<file path="config.mk">
export PLATFORM = sky130hd
export DESIGN_NAME = sword_key_matrix_scan
export DESIGN_NICKNAME = d
export VERILOG_FILES = /design/src/rtl/sword_key_matrix_scan.sv
export SDC_FILE = /design/constraint.sdc
export NUM_CORES = 1
export LEC_CHECK = 0
export CELL_PAD_IN_SITES_DETAIL_PLACEMENT = 1
export CELL_PAD_IN_SITES_GLOBAL_PLACEMENT = 1
export CORE_MARGIN = 1.5
export CORE_UTILIZATION = 43
export CTS_CLUSTER_SIZE = 8
export DETAILED_ROUTE_END_ITERATION = 7
export PLACE_DENSITY_LB_ADDON = 0.08
export SKIP_LAST_GASP = 1
export SYNTH_ARGS = -nofsm -noshare
export SYNTH_HDL_FRONTEND = slang
export SYNTH_SLANG_ARGS = --single-unit
</file>
<file path="constraint.sdc">
create_clock -name HCLK -period 2.75 [get_ports HCLK]
set_input_delay 0.55 -clock HCLK [delete_from_list [all_inputs] [get_ports HCLK]]
set_output_delay 0.55 -clock HCLK [all_outputs]
set_load 0.01 [all_outputs]
</file>
<file path="src/rtl/sword_key_matrix_scan.sv">
// sword_key_matrix_scan: scans the 5x4 key matrix, debounces each key and reports new presses as key codes.
// Define KEY_EVENT_FIFO_EN to queue press events in a FIFO_DEPTH-entry FIFO instead of pulsing key_valid.
module sword_key_matrix_scan #(
   parameter int SETTLE_CYCLES  = 5000,
   parameter int DEBOUNCE_SCANS = 4,
   parameter int FIFO_DEPTH     = 8
) (
   input  logic        HCLK,
   input  logic        HRESETn,
   output logic [4:0]  btn_x,
   input  logic [3:0]  btn_y,
   output logic [19:0] result,
   output logic        key_valid,
   output logic [4:0]  key_code,
   input  logic        key_pop,
   output logic        key_ovf
);
   localparam int SW = $clog2(SETTLE_CYCLES);
   typedef enum logic [1:0] {SETTLE, SAMPLE, ADVANCE} state_t;
   state_t        state;
   logic [SW-1:0] settle_cnt;
   logic [2:0]    col, samp_col;
   logic [3:0]    y_meta, y_sync, pending;
   logic [3:0]    deb_cnt [20];
   logic [3:0]    samp, differ, flip, press, m, lo;
   logic [4:0]    base, code;
   logic [1:0]    row;
   logic          issue;
   // Presses found in SAMPLE issue on that same edge, so the first event is visible the cycle after SAMPLE.
   always_comb begin
      base = {col, 2'b00};
      for (int r = 0; r < 4; r++) begin
         samp[r]   = ~y_sync[r];
         differ[r] = samp[r] != result[base + 5'(r)];
         flip[r]   = differ[r] && ({1'b0, deb_cnt[base + 5'(r)]} + 5'd1 == 5'(DEBOUNCE_SCANS));
      end
      press = flip & samp;
      m     = state == SAMPLE ? press : pending;
      lo    = m & (~m + 4'd1);
      row   = m[0] ? 2'd0 : m[1] ? 2'd1 : m[2] ? 2'd2 : 2'd3;
      issue = |m;
      code  = {state == SAMPLE ? col : samp_col, row};
   end
   always_ff @(posedge HCLK or negedge HRESETn)
      if (!HRESETn) begin
         state      <= SETTLE;
         settle_cnt <= '0;
         col        <= '0;
         samp_col   <= '0;
         btn_x      <= 5'b11110;
         y_meta     <= '1;
         y_sync     <= '1;
         pending    <= '0;
         result     <= '0;
         for (int k = 0; k < 20; k++) deb_cnt[k] <= '0;
      end else begin
         y_meta  <= btn_y;
         y_sync  <= y_meta;
         pending <= m & ~lo;
         if (state == SETTLE) begin
            settle_cnt <= settle_cnt + 1'b1;
            if (settle_cnt == SW'(SETTLE_CYCLES - 1)) state <= SAMPLE;
         end else if (state == SAMPLE) begin
            samp_col <= col;
            for (int r = 0; r < 4; r++)
               if (!differ[r]) deb_cnt[base + 5'(r)] <= '0;
               else if (flip[r]) begin
                  deb_cnt[base + 5'(r)] <= '0;
                  result[base + 5'(r)]  <= samp[r];
               end else deb_cnt[base + 5'(r)] <= deb_cnt[base + 5'(r)] + 4'd1;
            state <= ADVANCE;
         end else begin
            col        <= col == 3'd4 ? 3'd0 : col + 3'd1;
            btn_x      <= col == 3'd4 ? 5'b11110 : {btn_x[3:0], 1'b1};
            settle_cnt <= '0;
            state      <= SETTLE;
         end
      end
`ifdef KEY_EVENT_FIFO_EN
   localparam int AW = $clog2(FIFO_DEPTH);
   logic [4:0]    fifo [FIFO_DEPTH];
   logic [AW-1:0] wr_ptr, rd_ptr;
   logic [AW:0]   count;
   logic          pop, push_ok;
   // A push into a full FIFO still lands when the head leaves on the same edge.
   assign pop       = key_pop && count != '0;
   assign push_ok   = issue && (count != (AW+1)'(FIFO_DEPTH) || pop);
   assign key_valid = count != '0;
   assign key_code  = fifo[rd_ptr];
   always_ff @(posedge HCLK or negedge HRESETn)
      if (!HRESETn) begin
         wr_ptr  <= '0;
         rd_ptr  <= '0;
         count   <= '0;
         key_ovf <= 1'b0;
         for (int k = 0; k < FIFO_DEPTH; k++) fifo[k] <= '0;
      end else begin
         if (push_ok) begin
            fifo[wr_ptr] <= code;
            wr_ptr       <= wr_ptr + 1'b1;
         end
         if (issue && !push_ok) key_ovf <= 1'b1;
         if (pop) rd_ptr <= rd_ptr + 1'b1;
         count <= count + (AW+1)'(push_ok) - (AW+1)'(pop);
      end
`else
   logic unused_pop;
   assign unused_pop = key_pop | (FIFO_DEPTH < 1);
   assign key_ovf    = 1'b0;
   always_ff @(posedge HCLK or negedge HRESETn)
      if (!HRESETn) begin
         key_valid <= 1'b0;
         key_code  <= '0;
      end else begin
         key_valid <= issue;
         if (issue) key_code <= code;
      end
`endif
endmodule

</file>
==> out/metrics.yaml, run 1 <==
initial_core_util: 0.446
fin_ws_ns: -0.121
io_buffers: 36
p_per_area_mw_per_mm2: 524
p_leak_nw: 3.91
die_x_um: 129
hold_class: "in2async"
p_total_mw: 4.71
drt-total-wl_um: 21000
final_cells: 1007
via_per_inst: 5.67
max_freq_mhz: 348
worstSetupPathType: "reg2reg"
wire_per_inst_um: 20.8
clockBufferDepth: 2
synth.avg_cell_area_um2: 10.3
period_needed_ns: 2.87
grt_pass1_wl_um: 33600
syn-num-nets: 679
coreArea_mm2: 0.0154
critPathMaxStageDelay_ns: 0.50
end_kind: "flip-flop"
slew_headroom: 0.634
clk_latency_ns: 0.43
numCtsBuffers: 17
synth_area_leader_cell: "dfrtp_1"
drt-pass1-iter-count: 4
yosys_warnings: 0
grt_max_degree: 58
regArea_mm2: 0.00360
synth_area_leaders: "dfrtp_1 48%, nand2_1 6.1%, dfstp_2 4.6%"
ios: 39
ant_nets: 0
place_area_mm2: 0.00798
worst_pin_slew_ns: 0.549
grt_pass1_vias: 6243
synth-edff-count: 0
outcome: "finished, violations left"
violations: "negative setup slack"
synth_seq_cells: 143
crit_slowest_cell: "dfrtp_2"
fin_crit_sh: 1.04
drtIter0Drc: 333
clk_pin_slew_ns: 0.06
row_count: 45
antenna_found_initial: 0
tns_ns: -0.656
gp_congestion: 0.855
vias: 5711
critPathBufInv: 3
grt_usage: 0.269
async_reset_ff_frac: 1.00
hold_viol: 0
crit_fanout: 7
drc: 0
htree_levels: 4
dieArea_mm2: 0.0167
fillers: 1669
drive_gt1_frac: 0.276
cp.arrival_ns: 3.18
synthFlopType: "dfrtp_1"
critPathTopFamily: "compound AO/OA/AOI/OAI gates"
synth.cell_area_mm2: 0.00686
synth-seq-area-share: 0.524
ys_types: 68
critical_path.cell_chain: "buf_12, mux2_4, a22oi_2, o22a_1, inv_1, ha_2, nand3b_1, nor3_2, a31oi_2, nand3_2, a211oi_4, buf_6, mux2_4"
setup_viol: 8
rsz0062_at_grt: "true"
startpoint_type: "flip-flop"
multi_input_area_mm2: 0.00319
n_antenna_cell: 0
cts_tree: "done"
overflow: 0
drv_cap: 0
cts_root_buf: "clkbuf_16"
nets: 798
worst_path_most_repeated_cell: "mux2_4"
fin_skew_ns: 0.0132
areaGrowthSynthToFinish_pct: 30.9
dp_hpwl_um: 13800
synth.top_cell.area_share: 0.478
fin_util: 0.584
dp_slack_ns: -0.297
cts_hold_buf: 0
finalInstanceArea_mm2: 0.00898
synth_cells: 664
max-vdd-ir-drop_mv: 0.514
die_y_um: 129
slew_viol_final: 0
whs_ns: 0.0763
crit_required_ns: 3.06
place_inst: 955
cts_sinks: 143
[registers in the layout (all words and copies together), names as in the netlist, 2 cells and up]
name,count
pending,3
y_sync,4
btn_x,5
deb_cnt,80
settle_cnt,13
key_code,5
samp_col,3
result,20
y_meta,4
state,2
col,3
[worst paths after layout]
check | start | to | slack (ns) | depth (start not counted)
min reg2reg | y_meta[3] | y_sync[3] | 0.36 | 0
max | col[1] | key_code[4] | -0.12 | 13
max in group asynchronous | HRESETn | y_sync[2] | 1.92 | 2
min in group HCLK | y_meta[3] | y_sync[3] | 0.36 | 0
min | HRESETn | settle_cnt[12] | 0.08 | 1
max reg2reg | col[1] | key_code[4] | -0.12 | 13
[cells by family (layout without fill, tap and decap cells)]
group	Yosys count	in the layout	synth area share
AOI/OAI and AO/OA	169	169	0.167
xor gates and xnor gates	19	19	0.0243
adders and majority gates	8	8	0.0146
buffers and inverters	44	176	0.0337
DFF	143	143	0.524
muxes	47	47	0.0777
other	1	1	0.000547
and+or+nand+nor	233	233	0.159
[layout make-up]
type / count / share of cell area
Multi-Input combinational cell: 477 / 0.356
Tap cell: 211 / 0.0294
Inverter: 10 / 0.00418
Clock buffer: 18 / 0.0489
Clock inverter: 14 / 0.0226
Timing Repair Buffer: 134 / 0.139
Sequential cell: 143 / 0.400
[repair_timing]
item | 4_1_cts | 5_1_grt
resized for setup | 20 | 25
buffers inserted | 7 | 11
gates cloned | 0 | 2
setup endpoints to repair | 36 | 49
pin swaps | 10 | 14
[Yosys cell counts (8+ instances only)]
| library cell | number |
|---|---|
| clkbuf_1 | 17 |
| dfrtp_1 | 131 |
| nand2_1 | 112 |
| o21ai_0 | 52 |
| mux2i_1 | 18 |
| nand3b_1 | 9 |
| ha_1 | 8 |
| a21oi_1 | 19 |
| nand3_1 | 26 |
| dfstp_2 | 12 |
| mux2_2 | 25 |
| a31oi_1 | 10 |
| nor2_1 | 39 |
| a22oi_1 | 9 |
| o31ai_1 | 40 |
| xor2_1 | 12 |
[power breakdown]
part	internal, mW	leakage, nW	switching, mW	total [mW]
clock network	1.56	0.301	0.949	2.51
registers	2.12	1.94	0.00677	2.12
logic	0.0214	1.67	0.0600	0.0814
[metal layers]
metal	track usage	routed length, µm
met5	0	0
met4	0.108	540
met3	0.0495	933
met2	0.462	10800
met1	0.335	8660
[cell usage in the layout, fill, tap and decap left out, types with 6 or more instances in the layout]
| cell type | n |
|---|---|
| buf_12 | 6 |
| nand4_1 | 6 |
| buf_4 | 81 |
| o31ai_1 | 39 |
| a21oi_1 | 18 |
| a31oi_1 | 9 |
| nand3b_1 | 9 |
| nand3_1 | 25 |
| o21ai_0 | 49 |
| nand2_1 | 112 |
| clkbuf_16 | 19 |
| dfrtp_1 | 129 |
| xnor2_1 | 7 |
| clkdlybuf4s50_1 | 35 |
| xor2_1 | 12 |
| nor2_1 | 39 |
| mux2_2 | 22 |
| a22oi_1 | 8 |
| mux2i_1 | 18 |
| and2_1 | 7 |
| dfstp_2 | 12 |
| buf_6 | 8 |
No activity file was read; power rests on OpenSTA's default activity.
==> run 2, diff against run 1 <==
CORE_MARGIN = 3   (was 1.5)
==> out/metrics.yaml, run 2 (synthesis results as in run 1) <==
outcome: "finished, violations left"
setup_viol: 3  # -5
cp.arrival_ns: 3.10  # -0.08 ns
fin_ws_ns: -0.0387  # +0.0823 ns
coreArea_mm2: 0.0154  # +0.37%
overflow: 0  # unchanged
rsz0062_at_grt: "true"
violations: "negative setup slack"
die_x_um: 132  # +2.3%
n_antenna_cell: 0  # unchanged
met2_length_um: 11200  # +3.5%
worst_pin_slew_ns: 0.562  # +0.0123 ns
startpoint_type: "flip-flop"
period_needed_ns: 2.79  # -0.0823 ns
place_area_mm2: 0.00796  # -0.22%
fin_skew_ns: 0.00984  # -0.00338 ns
cts_root_buf: "clkbuf_16"
p_total_mw: 4.61  # -2.0%
drive_gt1_frac: 0.292  # +0.0158
biggestRegsByFlops: "deb_cnt: 80 flops, result: 20 flops, settle_cnt: 13 flops"
highest_layer: "met4"
cts_sinks: 143  # unchanged
row_count: 45  # unchanged
p_leak_nw: 3.93  # +0.44%
areaGrowthSynthToFinish_pct: 31.9
die_y_um: 132  # +2.3%
fillers: 1652  # -1.0%
antenna_found_initial: 0  # unchanged
p_per_area_mw_per_mm2: 510  # -2.8%
ios: 39  # unchanged
dp_hpwl_um: 14200  # +3.0%
critPathBufInv: 2  # -1
critPathMaxStageDelay_ns: 0.44  # -0.06 ns
cts_tree: "done"
worstSetupPathType: "reg2reg"
grt_pass1_wl_um: 34400  # +2.1%
cts_hold_buf: 0  # unchanged
finalInstanceArea_mm2: 0.00905  # +0.74%
numCtsBuffers: 17  # unchanged
hold_class: "in2async"
drt-total-wl_um: 21700  # +3.4%
clockBufferDepth: 2  # unchanged
crit_fanout: 12  # +5
io_buffers: 36  # unchanged
initial_core_util: 0.445  # -0.00163
largest_reg_flops: 80  # unchanged
top_register: "deb_cnt"
drtIter0Drc: 348  # +4.5%
grt_max_degree: 60  # +3.4%
gp_congestion: 0.859  # +0.56%
drt-met1-wl_um: 9280  # +7.1%
crit_slowest_cell: "dfrtp_2"
critical_path.cell_chain: "buf_12, buf_4, nand3_1, o21ai_1, a22o_1, ha_1, nor3b_2, a41oi_2, nand3_2, a211oi_4, mux2_4"
end_kind: "flip-flop"
vias: 5766  # +0.96%
clk_pin_slew_ns: 0.06  # about the same
nets: 796  # -0.25%
max-vdd-ir-drop_mv: 0.450  # -12%
drc: 0  # unchanged
slew_headroom: 0.623  # -0.0109
grt_pass1_vias: 6168  # -1.2%
clk_latency_ns: 0.43  # about the same
layout_common_cells: "128 x dfrtp_1, 110 x nand2_1, 77 x buf_4, 45 x o21ai_0, 38 x nor2_1"
max_freq_mhz: 359  # +3.0%
htree_levels: 4  # unchanged
slew_viol_final: 0  # unchanged
drv_cap: 0  # unchanged
wire_per_inst_um: 21.6  # +3.6%
via_per_inst: 5.74  # +1.2%
dieArea_mm2: 0.0175  # +4.7%
critPathTopFamily: "compound AO/OA/AOI/OAI gates"
ant_nets: 0  # unchanged
layout_commonest_cell: "dfrtp_1"
crit_required_ns: 3.06  # about the same
grt_usage: 0.250  # -0.0185
dr_wl_met3_um: 863  # -7.5%
fin_crit_sh: 1.01  # -0.0299
hold_viol: 0  # unchanged
drt-pass1-iter-count: 4  # unchanged
[run 2: cell count changes in the layout (fill, tap and decap cells not counted), moves of 3 or more]
cell / change
a22oi_1: -5
a22oi_2: +5
clkinv_2: +5
inv_6: -5
buf_4: -4
o21ai_0: -4
o21ai_1: +4
clkbuf_1: +3
clkinvlp_4: -3
[run 2: worst paths after layout]
path                           start           to  slack (ns)  depth (start not counted)
setup / recovery              col[0]  key_code[3]       -0.04                         11
setup reg to reg              col[0]  key_code[3]       -0.04                         11
hold / removal               HRESETn   result[12]        0.08                          1
hold reg to reg            y_meta[2]    y_sync[2]        0.36                          0
min in group HCLK          y_meta[2]    y_sync[2]        0.36                          0
max in group asynchronous    HRESETn       col[2]        1.80                          2
[run 2: through the flow]
| stage | utilization | instances | hold slack [ns] | TNS (ns) | setup WS [ns] |
|---|---|---|---|---|---|
| detailed placement | 0.516 | 951 | 0.348 | -1.69 | -0.229 |
| CTS | 0.573 | 997 | 0.101 | -0.189 | -0.0591 |
| global placement | 0.516 | 951 | 0.346 | -0.630 | -0.121 |
| floorplan | - | 664 | 0.254 | -0.183 | -0.0611 |
| global route | 0.586 | 1005 | 0.117 | -0.554 | -0.0788 |
| finish | 0.586 | 1005 | 0.0792 | -0.111 | -0.0387 |
[run 2: cell type report]
| class | instances | area [µm²] | area share |
|---|---|---|---|
| Tap cell | 211 | 264 | 0.0292 |
| Clock buffer | 20 | 437 | 0.0483 |
| Inverter | 10 | 37.5 | 0.00415 |
| Multi-Input combinational cell | 477 | 3300 | 0.365 |
| Sequential cell | 143 | 3600 | 0.398 |
| Timing Repair Buffer | 132 | 1240 | 0.137 |
| Clock inverter | 12 | 170 | 0.0188 |
[run 2: repair_timing]
item / 4_1_cts / 5_1_grt
resized for setup: 34 / 37
pin swaps: 11 / 16
gates cloned: 1 / 0
buffers inserted: 14 / 8
setup endpoints to repair: 14 / 63
[run 2: power breakdown]
group	switching [mW]	leakage [nW]	total, mW	internal (mW)
clock	0.901	0.298	2.41	1.51
sequential	0.00773	1.94	2.12	2.12
combinational	0.0593	1.70	0.0786	0.0194
total	0.968	3.93	4.61	3.65
[run 2: layer usage]
| metal | vias to the layer above | global-route usage |
|---|---|---|
| met5 | - | 0 |
| met4 | 0 | 0.0670 |
| met3 | 26 | 0.0401 |
| met2 | 135 | 0.433 |
| met1 | 2994 | 0.328 |
| li1 | 2611 | - |
[run 2: worst register-to-register path, delay by kind of cell, from the launching register on]
family                     cells  cell delay (ns)
adders and majority gates      1             0.22
AOI/OAI and AO/OA              4             0.93
buffers and inverters          2             0.35
muxes                          1             0.34
and+or+nand+nor                3             0.39
DFF                            1             0.44
==> run 3, diff against run 2 <==
SKIP_CTS_REPAIR_TIMING = 1   (was unset)
TNS_END_PERCENT = 30   (was unset)
==> out/metrics.yaml, run 3 (synthesis results as in run 1) <==
dp_slack_ns: -0.229  # unchanged
die_x_um: 132  # unchanged
drt-pass1-iter-count: 6  # +2
period_needed_ns: 2.83  # +0.0414 ns
worstSetupPathType: "reg2reg"
cts_sinks: 143  # unchanged
end_kind: "flip-flop"
critPathMaxStageDelay_ns: 0.48  # +0.04 ns
worst_path_most_repeated_cell: "mux2_4"
row_count: 45  # unchanged
p_per_area_mw_per_mm2: 526  # +3.2%
hold_class: "in2async"
pwr-share-comb: 0.017  # about the same
crit_fanout: 7  # -5
htree_levels: 4  # unchanged
p_leak_nw: 3.82  # -2.9%
grt_usage: 0.242  # -0.00756
overflow: 0  # unchanged
gp_congestion: 0.859  # unchanged
cts_tree: "done"
largest_reg_flops: 80  # unchanged
dieArea_mm2: 0.0175  # unchanged
outcome: "finished, violations left"
crit_slowest_cell: "dfrtp_2"
layout_commonest_cell: "dfrtp_1"
worst_pin_slew_ns: 0.543  # -0.0188 ns
whs_ns: 0.0837  # +0.00449 ns
violations: "negative setup slack"
rsz0062_at_grt: "true"
cts_root_buf: "clkbuf_16"
fin_util: 0.567  # -0.0193
setup_viol: 8  # +5
slew_headroom: 0.636  # +0.0126
finalInstanceArea_mm2: 0.00875  # -3.3%
max-vdd-ir-drop_mv: 0.446  # -1.0%
critPathBufInv: 2  # unchanged
clk_latency_ns: 0.43  # about the same
fin_crit_sh: 1.03  # +0.0151
clk_pin_slew_ns: 0.06  # about the same
tns_ns: -0.312  # -0.201 ns
intPower_mw: 3.64  # about the same
place_inst: 951  # unchanged
hold_viol: 0  # unchanged
fin_skew_ns: 0.00989  # +0.0000504 ns
switching_share: 0.209  # -0.00113
wire_per_inst_um: 20.8  # -3.5%
coreArea_mm2: 0.0154  # unchanged
p_total_mw: 4.61  # -0.17%
dp_hpwl_um: 14200  # unchanged
ios: 39  # unchanged
io_buffers: 36  # unchanged
drt-total-wl_um: 20600  # -4.9%
slew_viol_final: 0  # unchanged
die_y_um: 132  # unchanged
clkPwrFrac: 0.522  # about the same
crit_required_ns: 3.07  # about the same
initial_core_util: 0.445  # unchanged
biggestRegsByFlops: "deb_cnt: 80 flops, result: 20 flops, settle_cnt: 13 flops"
numCtsBuffers: 17  # unchanged
startpoint_type: "flip-flop"
place_area_mm2: 0.00796  # unchanged
ant_nets: 0  # unchanged
top_register: "deb_cnt"
areaGrowthSynthToFinish_pct: 27.6
drv_cap: 0  # unchanged
grt_max_degree: 60  # unchanged
layout_common_cells: "129 x dfrtp_1, 111 x nand2_1, 72 x buf_4, 49 x o21ai_0"
n_antenna_cell: 0  # unchanged
seq_power_share: 0.461  # about the same
drive_gt1_frac: 0.254  # -0.0383
final_cells: 991  # -1.4%
grt_pass1_vias: 6090  # -1.3%
grt_pass1_wl_um: 33400  # -2.7%
via_per_inst: 5.68  # -1.1%
max_freq_mhz: 353  # -1.5%
drtIter0Drc: 307  # -12%
nets: 782  # -1.8%
cp.arrival_ns: 3.15  # +0.05 ns
critical_path.cell_chain: "buf_6, mux2_4, a22oi_2, o22a_1, inv_1, ha_2, nand3b_1, nor3_2, a31oi_2, nand3_2, a211oi_4, mux2_4"
antenna_found_initial: 0  # unchanged
vias: 5625  # -2.4%
critPathTopFamily: "compound AO/OA/AOI/OAI gates"
clockBufferDepth: 2  # unchanged
fin_ws_ns: -0.0801  # -0.0414 ns
power.switching_mw: 0.961  # -0.70%
drc: 0  # unchanged
==> run 3: worst paths after layout <==
kind	startpoint	end	slack [ns]	depth (start not counted)
worst max-delay path	col[1]	key_code[3]	-0.08	12
max in group asynchronous	HRESETn	col[2]	1.80	2
worst min-delay path	HRESETn	settle_cnt[11]	0.08	1
worst max register to register	col[1]	key_code[3]	-0.08	12
worst min register to register	y_meta[2]	y_sync[2]	0.36	0
min in group HCLK	y_meta[2]	y_sync[2]	0.36	0
==> run 3: power by group through the flow <==
| stage | Combinational (mW) | Sequential (mW) | Clock, mW |
|---|---|---|---|
| floorplan | 0.0175 | 2.16 | 0 |
| global placement | 0.0786 | 2.16 | 0 |
| detailed placement | 0.0800 | 2.16 | 0 |
| CTS | 0.0806 | 2.12 | 2.44 |
| global route | 0.0879 | 2.12 | 2.56 |
| finish | 0.0774 | 2.12 | 2.41 |
==> run 3: layout make-up <==
cell class,instances,area (µm²)
multi-input cells,477,3170
clock inverters,12,170
flip-flops and latches,143,3600
inverters,10,37.5
repair buffers,118,1070
well taps,211,264
fillers,1684,6680
clock buffers,20,437
==> run 3: routing by layer <==
| metal | up-vias | part of all wire | track usage |
|---|---|---|---|
| li1 | 2583 | - | - |
| met1 | 2902 | 0.44 | 0.317 |
| met2 | 116 | 0.51 | 0.418 |
| met3 | 24 | 0.035 | 0.0401 |
| met4 | 0 | 0.014 | 0.0699 |
| met5 | - | 0 | 0 |
